$ cat src/rtl/mult_div_seq.sv
// Sequential unsigned multiply (shift-add) / divide (restoring) unit, one bit per clock.
// INIT/DONE handshake; divide-by-zero short-circuits to FIN with a flagged result.
module mult_div_seq #(
    parameter int WIDTH = 16
) (
    input  logic               clk,
    input  logic               reset,
    input  logic               INIT,
    input  logic               MODE,
    input  logic [WIDTH-1:0]   ENTRADA_A,
    input  logic [WIDTH-1:0]   ENTRADA_B,
    output logic               BUSY,
    output logic               DONE,
    output logic               DIV_ZERO,
    output logic [2*WIDTH-1:0] RESULTADO
);

    localparam int RW    = 2 * WIDTH;
    localparam int CNT_W = $clog2(WIDTH + 1);
    localparam logic [CNT_W-1:0] CNT_ONE  = {{(CNT_W-1){1'b0}}, 1'b1};
    localparam logic [CNT_W-1:0] CNT_LOAD = CNT_W'(WIDTH);

    typedef enum logic [1:0] {
        IDLE = 2'd0,
        RUN  = 2'd1,
        FIN  = 2'd2
    } state_t;

    state_t             state_r, state_s;
    logic               mode_r, mode_s;
    logic [RW-1:0]      mcand_r, mcand_s;
    logic [WIDTH-1:0]   opb_r, opb_s;
    logic [RW-1:0]      acc_r, acc_s;
    logic [CNT_W-1:0]   cnt_r, cnt_s;
    logic [RW-1:0]      result_r, result_s;
    logic               div_zero_r, div_zero_s;
    logic               busy_r, done_r;

    logic [RW-1:0]      acc_mul_s;
    logic [RW-1:0]      acc_div_s;
    logic [WIDTH:0]     rem_sh_s;
    logic [WIDTH:0]     trial_s;

    // One iteration of each datapath; acc_r holds {remainder, dividend/quotient} while dividing.
    always_comb begin
        acc_mul_s = acc_r + (opb_r[0] ? mcand_r : {RW{1'b0}});
        rem_sh_s  = acc_r[RW-1:WIDTH-1];
        // Remainder stays below the divisor, so bit WIDTH of the difference is its sign.
        trial_s   = rem_sh_s - {1'b0, opb_r};
        if (trial_s[WIDTH] == 1'b0) begin
            acc_div_s = {trial_s[WIDTH-1:0], acc_r[WIDTH-2:0], 1'b1};
        end else begin
            acc_div_s = {rem_sh_s[WIDTH-1:0], acc_r[WIDTH-2:0], 1'b0};
        end
    end

    // Next-state and next-datapath logic.
    always_comb begin
        state_s    = state_r;
        mode_s     = mode_r;
        mcand_s    = mcand_r;
        opb_s      = opb_r;
        acc_s      = acc_r;
        cnt_s      = cnt_r;
        result_s   = result_r;
        div_zero_s = div_zero_r;
        case (state_r)
            IDLE: begin
                if (INIT) begin
                    mode_s  = MODE;
                    mcand_s = {{WIDTH{1'b0}}, ENTRADA_A};
                    opb_s   = ENTRADA_B;
                    cnt_s   = CNT_LOAD;
                    if (MODE) begin
                        acc_s = {{WIDTH{1'b0}}, ENTRADA_A};
                    end else begin
                        acc_s = {RW{1'b0}};
                    end
                    if (MODE && (ENTRADA_B == {WIDTH{1'b0}})) begin
                        result_s   = {ENTRADA_A, {WIDTH{1'b1}}};
                        div_zero_s = 1'b1;
                        state_s    = FIN;
                    end else begin
                        state_s = RUN;
                    end
                end else begin
                    state_s = IDLE;
                end
            end
            RUN: begin
                cnt_s = cnt_r - CNT_ONE;
                if (mode_r) begin
                    acc_s = acc_div_s;
                end else begin
                    acc_s   = acc_mul_s;
                    mcand_s = mcand_r << 1;
                    opb_s   = opb_r >> 1;
                end
                if (cnt_r == CNT_ONE) begin
                    result_s   = mode_r ? acc_div_s : acc_mul_s;
                    div_zero_s = 1'b0;
                    state_s    = FIN;
                end else begin
                    state_s = RUN;
                end
            end
            FIN: begin
                state_s = IDLE;
            end
            default: begin
                state_s = IDLE;
            end
        endcase
    end

    // State, datapath and registered outputs; reset clears everything and beats INIT.
    always_ff @(posedge clk) begin
        if (reset) begin
            state_r    <= IDLE;
            mode_r     <= 1'b0;
            mcand_r    <= {RW{1'b0}};
            opb_r      <= {WIDTH{1'b0}};
            acc_r      <= {RW{1'b0}};
            cnt_r      <= {CNT_W{1'b0}};
            result_r   <= {RW{1'b0}};
            div_zero_r <= 1'b0;
            busy_r     <= 1'b0;
            done_r     <= 1'b0;
        end else begin
            state_r    <= state_s;
            mode_r     <= mode_s;
            mcand_r    <= mcand_s;
            opb_r      <= opb_s;
            acc_r      <= acc_s;
            cnt_r      <= cnt_s;
            result_r   <= result_s;
            div_zero_r <= div_zero_s;
            busy_r     <= (state_s == RUN);
            done_r     <= (state_s == FIN);
        end
    end

    assign BUSY      = busy_r;
    assign DONE      = done_r;
    assign DIV_ZERO  = div_zero_r;
    assign RESULTADO = result_r;

endmodule

$ cat config.mk
export PLATFORM = sky130hd
export DESIGN_NAME = mult_div_seq
export DESIGN_NICKNAME = d
export VERILOG_FILES = /design/src/rtl/mult_div_seq.sv
export SDC_FILE = /design/constraint.sdc
export NUM_CORES = 1
export LEC_CHECK = 0
export BUFFER_PORTS_ARGS = -buffer_cell sky130_fd_sc_hd__buf_4
export CAP_MARGIN = 20
export CELL_PAD_IN_SITES_DETAIL_PLACEMENT = 0
export CELL_PAD_IN_SITES_GLOBAL_PLACEMENT = 1
export CORE_ASPECT_RATIO = 0.9
export CORE_MARGIN = 2
export CORE_UTILIZATION = 50
export CTS_BUF_LIST = sky130_fd_sc_hd__clkbuf_4 sky130_fd_sc_hd__clkbuf_8
export DETAILED_ROUTE_END_ITERATION = 10
export GPL_TIMING_DRIVEN = 0
export PLACE_DENSITY = 0.86
export SYNTH_ARGS = -nofsm -noshare
export SYNTH_HDL_FRONTEND = slang
export SYNTH_SLANG_ARGS = --single-unit
$ cat constraint.sdc
create_clock -name clk -period 8.5 [get_ports clk]
set_clock_uncertainty 0.15 [all_clocks]
set_input_delay 1.275 -clock clk [delete_from_list [all_inputs] [get_ports clk]]
set_output_delay 1.275 -clock clk [all_outputs]
set_load 0.005 [all_outputs]
==> flow_summary_export.csv <==
group,metric,value,unit
die,rows,43,
routing,wl,28300,um
die,ioPinCount,71,
synth,ys_ff_latch,123,
timing,timing.setup.tns,0,ns
timing,rsz0062_at_grt,"no",
routing,drc,0,
clocking,cts.sinks,123,
critical_path,critPathSlowestCell,"a211oi_2",
power_and_ir_drop,switching_share,33.2,%
critical_path,critPathLaunch,"opb_r[0]",
synth,synth_edf_count,0,
routing,routed.top_layer,"met4",
die,fp.dieH,124,um
power_and_ir_drop,intPower,0.00107,W
routing,route.met3.wl,2510,um
critical_path,r2r-start,"opb_r[0]",
critical_path,regToRegSetupSlack,3.80,ns
timing,maxSlewViolCount,0,
synth,synthesis.nets,1135,
clocking,cts_setup_buffers,0,
finish,syn_to_final_growth,15.1,%
routing,wl_met1,13100,um
clocking,ctsResizeCount,0,
timing,relSlewSlack,40.3,%
synth,yosysUniqueCellTypes,68,
die,die-area,0.0171,mm^2
power_and_ir_drop,p_comb_share,22.5,%
timing,setup_violations,0,
routing,wl_per_cell,21.0,um
critical_path,cp-end-kind,"flip-flop",
timing,finalCriticalPeriod,4.70,ns
synth,seq_area_frac_synth,30.7,%
power_and_ir_drop,power_density,174,mW/mm^2
routing,vias_per_cell,6.18,
global_route,track_usage,33.5,%
synth,synthFlopType,"dfxtp_1",
routing,drt_iter0_markers,888,
synth,syn_inst,1048,
power_and_ir_drop,clkPwrFrac,37.7,%
power_and_ir_drop,power_leakage,3.69,nW
power_and_ir_drop,power_frac_seq,39.9,%
clocking,htreeDepth,4,
clocking,numCtsBuffers,17,
power_and_ir_drop,ir_worst_vdd,0.131,mV
critical_path,max_stage_delay,0.50,ns
critical_path,path_cells,"clkbuf_1 > and2_1 > ha_1 > fa_1 > a211oi_1 > o21bai_1 > a211oi_2 > a2bb2oi_1 > o211a_1 > o21ai_0 > xor2_1 > a21oi_1 > a31oi_1",
critical_path,critPathLaunchType,"flip-flop",
job,max_cap_viol_count,0,
global_route,grt_antenna_before_repair,0,
clocking,clk_pin_slew,0.08,ns
global_route,grt_pass1_wl,42300,um
critical_path,worstSetupPathType,"flip-flop to flip-flop",
global_route,grt-ovfl-total,0,
worst_hold_path,hp-start,"mcand_r[0]",
synth,syn-cell-area,0.00802,mm^2
routing,dr.pass1.iters,5,
die,initial_core_util,51.6,%
timing,fin_crit_sh,55.3,%
global_route,grt_pass1_vias,7308,
timing,fmax,0.213,GHz
timing,hold_violations,0,
place,dpl.cell_count,1318,
critical_path,path_max_fanout,10,
clocking,insertion_delay,0.46,ns
critical_path,critPathRequiredTime,8.67,ns
die,chipWidth,138,um
synth,yosysWarnings,0,
finish,final_nets,1222,
clocking,ctsHoldBuffers,0,
routing,vias,8338,
finish,drive_gt1_share,11.3,%
place,dpl.hpwl,21400,um
clocking,clockRootBuffer,"clkbuf_8",
clocking,cts_tree,"yes",
critical_path,arrival,4.87,ns
finish,antenna_cells,0,
finish,layout.cells.non_filler,1350,
timing,worst_pin_slew,0.895,ns
worst_hold_path,min_path_type,"flip-flop to flip-flop",
timing,timing.hold.ws,0.326,ns
die,coreArea,0.0155,mm^2
routing,dr_wl_met2,12200,um
clocking,cts_buffer_depth,2,
synth,synth-async-reset-ratio,0,%
synth,ys_top_cells_by_area,"dfxtp_1, ha_1, nand2_1",
synth,synth_top_area_share,30.7,%
synth,syn_area_per_cell,7.65,um^2
place,portBuffers,68,
global_route,grt_max_degree,17,
status,outcome,"finished clean",
power_and_ir_drop,net-switching-power,0.000531,W
synth,yosys.area.top_type,"dfxtp_1",
routing,postRouteAntennaNets,0,
place,globalplace.congestion,0.945,
==> Yosys cell counts (all sizes together) (3+ instances only) <==
| cell type | instances |
|---|---|
| a21oi | 79 |
| a31oi | 21 |
| nand4 | 9 |
| xor2 | 14 |
| a41oi | 5 |
| xnor2 | 27 |
| or3 | 5 |
| ha | 49 |
| o311ai | 3 |
| and2 | 34 |
| nor2b | 6 |
| o21bai | 9 |
| nor2 | 134 |
| a2bb2oi | 3 |
| nor4 | 5 |
| nand2b | 3 |
| nor3b | 5 |
| o31ai | 4 |
| o211ai | 12 |
| nand2 | 142 |
| buf | 16 |
| a22oi | 18 |
| o22ai | 4 |
| mux2i | 18 |
| a311oi | 41 |
| a21o | 15 |
| nor3 | 20 |
| nand3 | 14 |
| inv | 30 |
| o21ai | 54 |
| o31a | 3 |
| a221oi | 5 |
| mux2 | 4 |
| nor4b | 3 |
| nand3b | 3 |
| o21a | 3 |
| a211oi | 15 |
| clkbuf | 64 |
| dfxtp | 123 |
| a211o | 3 |
==> layer usage <==
metal,up-vias,track usage (%)
met3,42,7.12
met1,3963,49.0
met5,-,0
met2,381,49.9
li1,3952,-
met4,0,8.70
==> cell type report <==
cell class	count	area, um^2
clock buffers	19	255
multi-input cells	815	5120
clock inverters	13	190
flip-flops and latches	123	2460
inverters	30	113
plain buffers	80	322
fillers	1517	6320
well taps	202	253
repair buffers	68	510
==> stage by stage <==
| stage | instance area [um^2] | worst slack (ns) | util [%] | total power, W |
|---|---|---|---|---|
| CTS | 9230 | 3.92 | 59.4 | 0.00159 |
| global placement | 8780 | 4.04 | 56.5 | 0.00100 |
| finish | 9230 | 3.80 | 59.4 | 0.00160 |
| floorplan | 8020 | 5.17 | - | 0.000883 |
| global route | 9230 | 3.71 | 59.4 | 0.00166 |
| detailed placement | 8780 | 3.98 | 56.5 | 0.00100 |
==> worst max-delay path: cells and delay by family (launching register included) <==
kind | cells | cell delay, ns
fa+ha+maj | 2 | 0.63
xor+xnor | 1 | 0.17
buf+inv | 1 | 0.34
compound gates | 8 | 2.60
flops | 1 | 0.42
simple gates | 1 | 0.25
==> registers in the layout, indices dropped and copies added (netlist names) <==
register / flops
RESULTADO: 32
acc_r: 32
mcand_r: 32
opb_r: 16
cnt_r: 5
state_r: 2
BUSY: 1
DIV_ZERO: 1
DONE: 1
mode_r: 1
==> placed cells by master, fill, tap and decap left out, types with 18 or more instances in the layout <==
master / Yosys / layout
a31oi_1: 21 / 21
nor3_1: 20 / 20
o21ai_0: 51 / 51
a22oi_1: 18 / 18
nand2_1: 142 / 142
xnor2_1: 26 / 26
inv_1: 30 / 30
ha_1: 49 / 49
clkbuf_1: 64 / 64
a21oi_1: 78 / 78
mux2i_1: 18 / 18
a311oi_1: 40 / 40
clkbuf_8: 0 / 18
dfxtp_1: 123 / 123
buf_4: 1 / 69
and2_1: 34 / 34
nor2_1: 134 / 134
==> power by group through the flow <==
stage / clock network, W / registers, W / logic, W
after floorplan: 0 / 0.000642 / 0.000242
after global placement: 0 / 0.000651 / 0.000349
after detailed placement: 0 / 0.000651 / 0.000350
after CTS: 0.000602 / 0.000638 / 0.000352
after global routing: 0.000627 / 0.000642 / 0.000389
final: 0.000603 / 0.000639 / 0.000360
==> cell families (layout without fill, tap and decap cells) <==
| group | Yosys count | count (layout) | synth area share [%] |
|---|---|---|---|
| buffers and inverters | 110 | 210 | 5.41 |
| adders and majority gates | 51 | 51 | 8.14 |
| AOI/OAI and AO/OA | 312 | 312 | 26.8 |
| DFF | 123 | 123 | 30.7 |
| and+or+nand+nor | 389 | 389 | 21.5 |
| xor gates and xnor gates | 41 | 41 | 4.71 |
| muxes | 22 | 22 | 2.81 |
==> path summary, 6_finish.rpt <==
kind                        end  cells after the start
setup / recovery  RESULTADO[28]                     13
setup reg to reg  RESULTADO[28]                     13
hold reg to reg      mcand_r[0]                      2
hold / removal       mcand_r[0]                      2
Note: power is estimated with default switching activity, not from simulation.
